File: src/rtl/exe_muldiv_stage.sv
// Execute-stage multiply/divide unit: MUL class with fixed latency, iterative
// restoring divider (1 bit/cycle), COPY1 passthrough, valid/allowin handshake.
module exe_muldiv_stage #(
    parameter int XLEN    = 32,
    parameter int MUL_LAT = 2
) (
    input  logic            clk,
    input  logic            rst_n,
    input  logic            ds_to_es_valid,
    output logic            es_allowin,
    output logic            es_to_ms_valid,
    input  logic            ms_allowin,
    input  logic            flush,
    input  logic [3:0]      op,
    input  logic [XLEN-1:0] op1_data,
    input  logic [XLEN-1:0] op2_data,
    input  logic [4:0]      rd_in,
    input  logic            rd_wen_in,
    output logic [XLEN-1:0] result,
    output logic [4:0]      rd_out,
    output logic            rd_wen_out,
    output logic            busy
);

    localparam int CW       = $clog2(XLEN + 2);
    localparam int MUL_LAST = (MUL_LAT > 1) ? MUL_LAT - 2 : 0;

    localparam logic [1:0] S_IDLE = 2'd0;
    localparam logic [1:0] S_MUL  = 2'd1;
    localparam logic [1:0] S_DIV  = 2'd2;
    localparam logic [1:0] S_DONE = 2'd3;

    logic            es_valid;
    logic [1:0]      state;
    logic [CW-1:0]   cnt;
    logic [XLEN-1:0] res_q, dvd_q, dsr_q, rem_q;
    logic            q_neg, r_neg, is_rem;
    logic [4:0]      rd_q;
    logic            rd_wen_q;

    logic es_ready_go, cap;

    assign es_ready_go    = es_valid && (state == S_DONE);
    assign busy           = es_valid && !es_ready_go;
    assign es_allowin     = !es_valid || (es_ready_go && ms_allowin);
    assign es_to_ms_valid = es_ready_go;
    assign cap            = ds_to_es_valid && es_allowin && !flush;

    assign result     = res_q;
    assign rd_out     = rd_q;
    assign rd_wen_out = rd_wen_q && es_valid;

    // Capture-time decode: the product and divide special cases resolve here,
    // so the MUL state only burns latency and the divider only sees real work.
    logic            op1_neg, op2_neg, div_signed, div_rem, div_zero, div_ovf;
    logic            ma_s, mb_s;
    logic [2*XLEN-1:0] ma, mb, prod;
    logic [XLEN-1:0] a_mag, b_mag, cap_res;
    logic [1:0]      cap_state;

    assign op1_neg    = op1_data[XLEN-1];
    assign op2_neg    = op2_data[XLEN-1];
    assign div_signed = !op[0];
    assign div_rem    = op[1];
    assign div_zero   = (op2_data == '0);
    assign div_ovf    = div_signed && (op1_data == {1'b1, {(XLEN-1){1'b0}}})
                        && (op2_data == '1);
    assign ma_s       = ((op[1:0] == 2'd1) || (op[1:0] == 2'd2)) && op1_neg;
    assign mb_s       = (op[1:0] == 2'd1) && op2_neg;
    assign ma         = {{XLEN{ma_s}}, op1_data};
    assign mb         = {{XLEN{mb_s}}, op2_data};
    assign prod       = ma * mb;
    assign a_mag      = (div_signed && op1_neg) ? -op1_data : op1_data;
    assign b_mag      = (div_signed && op2_neg) ? -op2_data : op2_data;

    always_comb begin
        cap_state = S_DONE;
        cap_res   = op1_data;
        if (!op[3]) begin
            if (!op[2]) begin
                cap_state = (MUL_LAT == 1) ? S_DONE : S_MUL;
                cap_res   = (op[1:0] == 2'd0) ? prod[XLEN-1:0] : prod[2*XLEN-1:XLEN];
            end else if (div_zero) begin
                cap_res = div_rem ? op1_data : '1;
            end else if (div_ovf) begin
                cap_res = div_rem ? '0 : op1_data;
            end else begin
                cap_state = S_DIV;
                cap_res   = '0;
            end
        end
    end

    // One restoring step: shift in the next dividend bit, subtract if it fits.
    logic [XLEN:0]   rsh, diff;
    logic            qbit;
    logic [XLEN-1:0] rem_nx, quo_nx, q_fix, r_fix;

    assign rsh    = {rem_q, dvd_q[XLEN-1]};
    assign diff   = rsh - {1'b0, dsr_q};
    assign qbit   = !diff[XLEN];
    assign rem_nx = qbit ? diff[XLEN-1:0] : rsh[XLEN-1:0];
    assign quo_nx = {dvd_q[XLEN-2:0], qbit};
    assign q_fix  = q_neg ? -quo_nx : quo_nx;
    assign r_fix  = r_neg ? -rem_nx : rem_nx;

    always_ff @(posedge clk or negedge rst_n) begin
        if (!rst_n) begin
            es_valid <= 1'b0;
            state    <= S_IDLE;
            cnt      <= '0;
            res_q    <= '0;
            dvd_q    <= '0;
            dsr_q    <= '0;
            rem_q    <= '0;
            q_neg    <= 1'b0;
            r_neg    <= 1'b0;
            is_rem   <= 1'b0;
            rd_q     <= '0;
            rd_wen_q <= 1'b0;
        end else if (flush) begin
            es_valid <= 1'b0;
            state    <= S_IDLE;
            cnt      <= '0;
        end else if (cap) begin
            es_valid <= 1'b1;
            state    <= cap_state;
            cnt      <= '0;
            res_q    <= cap_res;
            dvd_q    <= a_mag;
            dsr_q    <= b_mag;
            rem_q    <= '0;
            q_neg    <= div_signed && (op1_neg ^ op2_neg);
            r_neg    <= div_signed && op1_neg;
            is_rem   <= div_rem;
            rd_q     <= rd_in;
            rd_wen_q <= rd_wen_in;
        end else begin
            case (state)
                S_MUL: begin
                    cnt <= cnt + CW'(1);
                    if (cnt == CW'(MUL_LAST)) state <= S_DONE;
                end
                S_DIV: begin
                    cnt   <= cnt + CW'(1);
                    dvd_q <= quo_nx;
                    rem_q <= rem_nx;
                    if (cnt == CW'(XLEN - 1)) begin
                        state <= S_DONE;
                        res_q <= is_rem ? r_fix : q_fix;
                    end
                end
                S_DONE: begin
                    if (ms_allowin) begin
                        es_valid <= 1'b0;
                        state    <= S_IDLE;
                    end
                end
                default: ;
            endcase
        end
    end

endmodule

File: config.mk
export PLATFORM = sky130hd
export DESIGN_NAME = exe_muldiv_stage
export DESIGN_NICKNAME = d
export VERILOG_FILES = /design/src/rtl/exe_muldiv_stage.sv
export SDC_FILE = /design/constraint.sdc
export NUM_CORES = 2
export LEC_CHECK = 0
export CAP_MARGIN = 20
export CORE_MARGIN = 5
export CORE_UTILIZATION = 40
export CTS_CLUSTER_SIZE = 30
export DETAILED_ROUTE_END_ITERATION = 12
export SYNTH_ARGS = -nofsm -noshare
export SYNTH_HDL_FRONTEND = slang
export SYNTH_SLANG_ARGS = --single-unit
export TNS_END_PERCENT = 10
File: constraint.sdc
create_clock -name clk -period 7 [get_ports clk]
set_input_delay 1.4 -clock clk [delete_from_list [all_inputs] [get_ports clk]]
set_output_delay 1.4 -clock clk [all_outputs]
set_load 0.005 [all_outputs]
Yosys cells after proc, flatten, opt, wreduce, memory -nomap -nowiden. Index checks and enable logic that the tools add are counted. W data, S select, Z words.

Input port bits: 79. Word-level logic and storage cells: 104. Register bits after elaboration: 146. Output and inout bits: 41.

Eq/ne operators: 11. Multiplexer cells: 37. Add/subtract/negate cells: 6. $mul: 1. Reductions and logical operators: 35. Bitwise logic cells: 2.

Operator list (number): $mux W32 (20); $neg A32 Y32 (4); $eq A32 B32 Y1 const B (2); $mul A33 B33 Y64 (1); $sub A33 B32 Y33 (1); $logic_not A32 Y1 (1); $mux W6 (3); $mux W2 (7); $logic_and A1 B1 Y1 (13); $ne A4 B4 Y1 const B (3); $reduce_bool A3 Y1 (3); $add A6 B1 Y6 const B (1); $eq A2 B2 Y1 const B (3); $eq A6 B5 Y1 const B (1); $logic_not A6 Y1 (1); $mux W1 (6); $pmux W2 S3 (1); $reduce_and A2 Y1 (3); $logic_not A1 Y1 (5); $reduce_bool A5 Y1 (1); $eq A2 B1 Y1 const B (2); $reduce_and A4 Y1 (1); $reduce_bool A2 Y1 (2); $reduce_and A3 Y1 (1); 5 further kinds (6).

Depth between registers and ports, before layout.
Depth after elaboration: 9. Mapped depth: 34. Gate-level depth less buffers: 31.

Worst setup path before layout. No wires, ideal clock.

Path kind: input port to flip-flop. Start: in op[0]. End: reg res_q[29] (netlist: result[29]). Stages on the path: 32. Path slack: -3.027 ns. Buffers on the path: 2. Arrival time: 9.932 ns. Path through: inv_1 -> ha_1 -> clkbuf_1 -> and2_1 -> clkbuf_1 -> nand2_1 -> inv_1 -> fa_1 -> inv_1 -> fa_1 -> inv_1 -> fa_1 -> fa_1 -> inv_1 -> fa_1 -> inv_1 -> fa_1 -> inv_1 -> fa_1 -> fa_1 -> inv_1 -> ha_1 -> and3_1 -> nand4_1 -> or4_1 -> or3_1 -> o221ai_1 -> a21oi_1 -> nor2b_1 -> xor2_1 -> a21oi_1 -> nor4b_2.

Cells in the longest elaborated chain, start to end: 8. Elaborated cells between the ends (all ways): 16. Classes of those cells: 1 x mul; 2 x eq/ne; 6 x mux; 7 x reduce/logical.

RTL lines: start, declared (line 14) `input logic [3:0] op,`; $eq A2 B1 Y1, or another cell as far along (line 68, 69); $logic_or A1 B1 Y1 / $logic_and A1 B1 Y1 (equally long branches) (line 68, 66); $logic_and A1 B1 Y1 (on tied branches) (line 68, 67); $mul A33 B33 Y64 / $mux W32 (equally long branches) (line 72, 85); $mux W32 (on tied branches) (line 82, 83); $mux W32 * (line 80) `if (!op[2]) begin`; $mux W32 * (line 79) `if (!op[3]) begin`; $mux W32 * (line 125) `end else if (cap) begin`; end signal, assigned (line 129) `res_q <= cap_res;`; end signal, assigned (line 150) `res_q <= is_rem ? r_fix : q_fix;`; end, declared (line 36) `logic [XLEN-1:0] res_q, dvd_q, dsr_q, rem_q;`.

Mark *: on every way between the ends. The rest lies on a longest branch, timed or not. A chain may end at the register's enable or synchronous reset.

Final worst setup path.
Start: in op[0]. End: reg res_q[27] (netlist: result[27]).

The elaborated chain is that of the path after synthesis.

==> results.json <==
{
  "die_y_um": 367.8,
  "ys_types": 105,
  "synth_cells": 5976,
  "yosysTopAreaCellShare": 0.4402,
  "syn-num-nets": 7438,
  "path_class": "input port to flop",
  "grt_max_degree": 92,
  "final_common_cell": "inv_1",
  "grt_pass1_wl_um": 275100,
  "yosys-top-cells-area": "fa_1 (44%), inv_1 (9.2%), nand2_1 (7.5%)",
  "antenna_found_initial": 21,
  "dieWidth_um": 367.8,
  "gr-total-overflow": 0,
  "post-route-min-period_ps": 8969,
  "slowest_stage": "fa_2",
  "finalNetCount": 7846,
  "vias_per_cell": 5.334,
  "path_max_fanout": 6,
  "max-cap-violations": 0,
  "cp.required_ps": 7370,
  "synth_seq_cells": 146,
  "dr.pass1.iters": 8,
  "postLayoutSetupSlackWorst_ps": -1969,
  "wl_per_cell_um": 21.86,
  "drtIter0Drc": 3649,
  "cts_buffers": 17,
  "synth_ff_type": "dfrtp_1",
  "drt_wl_total_um": 176300,
  "n_fill_cell": 12220,
  "seq_area_frac_synth": 0.07134,
  "grt_pass1_vias": 45200,
  "clock_latency_ps": 450,
  "final-hold-violation-count": 0,
  "die_area_um2": 135300,
  "setup_viol": 32,
  "hold_buffers": 0,
  "root_buffer": "clkbuf_16",
  "clk_path_buf_depth": 2,
  "finClkSkew_ps": 13.44,
  "synth_warnings": 0,
  "holdCritPathClass": "flop to flop",
  "fmax_ghz": 0.1115,
  "start_util": 0.4021,
  "clk_pin_slew_ps": 70,
  "cts_max_level": 4,
  "num_io_pins": 120,
  "violations": "negative setup slack",
  "final_layout_size_suffix_gt1_frac": 0.1510,
  "routabilityCongestion": 0.9559,
  "fin_crit_sh": 1.281,
  "cp-start-kind": "input port",
  "area_delta_synth_final_pct": 16.94,
  "final.setup.tns_ps": -53010,
  "finish.utilization": 0.4702,
  "outcome": "finished with violations",
  "drcViolationCount": 0,
  "post-dp-hpwl_um": 148100,
  "grt_usage": 0.2630,
  "synth_top_cell_by_area": "fa_1",
  "cts_tree": "done",
  "end_kind": "flop",
  "io_buffers": 119,
  "tightest_slew_ps": 1078,
  "synth_area_per_cell_um2": 8.569,
  "core_um2": 127400,
  "clock_sinks": 146,
  "synth_edf_count": 0,
  "crit_top_cell": "fa_1",
  "rsz0062_at_grt": "yes",
  "drv_slew": 0,
  "synth_area_um2": 51210,
  "num_rows": 131,
  "relSlewSlack": 0.2793,
  "slowest_delay_ps": 600,
  "final_cell_mix": "inv_1 (1225), fa_1 (1104), nand2_1 (1005), buf_4 (582), and2_1 (284)",
  "cp.arrival_ps": 9340,
  "via_count": 43030,
  "synthArstFlopShare": 1.000,
  "place_ws_ps": -3094,
  "ant_nets": 0
}
metal layers:
metal | part of all wire | global-route usage | vias to the layer above
li1 | - | - | 18990
met1 | 0.42 | 0.3571 | 21960
met2 | 0.46 | 0.4205 | 1698
met3 | 0.076 | 0.04563 | 363
met4 | 0.050 | 0.1044 | 8
met5 | 0.00027 | 0 | -
logic make-up after synthesis:
logic type,after synthesis,share of synthesized area
AND/OR/NAND/NOR,1800,0.1612
buffers and inverters,1629,0.1208
adder cells (fa/ha/maj),1383,0.5030
AO/OA/AOI/OAI,746,0.09492
XOR/XNOR,195,0.03335
flip-flops,146,0.07134
multiplexers,77,0.01547
Yosys cell counts, types with 17 or more instances:
cell and number:
and2_1 286, dfrtp_1 146, nor3_1 45, nor2_1 194, xor2_1 83, nand2b_1 22, o31ai_1 32, nand4_1 30
clkbuf_1 252, a21oi_1 155, o21ai_0 220, xnor2_1 112, inv_1 1253, nand2_1 1017, o211ai_1 18, ha_1 257
o41ai_1 20, a211oi_1 27, a21o_1 56, a31oi_1 30, o21a_1 18, or2_2 19, buf_2 17, or3_1 17
buf_1 95, fa_1 1126, mux2i_1 69, nand3_1 55, and3_1 30, o22ai_1 21
final timing paths:
path                              end  cells past startpoint  slack [ps]  startpoint
max                        result[27]                     30       -1970       op[0]
min                         rd_out[4]                      2         470   rd_out[4]
max reg2reg                result[20]                     22        1030   dvd_q[31]
min reg2reg                 rd_out[4]                      2         470   rd_out[4]
max in group asynchronous    rem_q[6]                      2        4590       rst_n
min in group asynchronous    es_valid                      1        1040       rst_n
worst max-delay path, delay by kind of cell:
kind / cells / cell delay, ps
adder cells (fa/ha/maj): 10 / 4750
AND/OR/NAND/NOR: 6 / 1540
AO/OA/AOI/OAI: 6 / 840
buffers and inverters: 8 / 770
through the flow:
stage	cells	cell area, µm²	hold WS [ps]
5_1_grt	8060	59870	493.2
3_5_place_dp	7995	58040	462.3
4_1_cts	8056	59590	478.2
3_3_place_gp	7995	58040	456.2
2_1_floorplan	5976	51350	438.0
6_report	8066	59890	472.8
state kept, by name (all words and copies together), names as in the netlist:
signal    count
dsr_q        32
es_valid      1
rd_out        5
is_rem        1
cnt           6
state         2
r_neg         1
dvd_q        32
result       32
q_neg         1
rem_q        32
rd_wen_q      1
timing repair:
item                       in CTS  in global routing
resized for setup             173                 69
pin swaps                      98                 57
setup endpoints to repair      32                 32
setup buffers                  27                  6
gates cloned                    3                  0
area by class of cell:
class	instances	area [µm²]	share of cell area
tap	1662	2079	0.03472
clock buffer	18	429.2	0.007166
timing repair buffer	761	6495	0.1085
inverter	1257	4753	0.07937
antenna	7	17.52	0.0002925
clock inverter	14	178.9	0.002988
multi-input combinational	4201	42280	0.7060
sequential	146	3654	0.06101
Power is left out: the tool's default activity adds up to more than one toggle a clock period on the data nets, which glitch-free logic cannot reach.
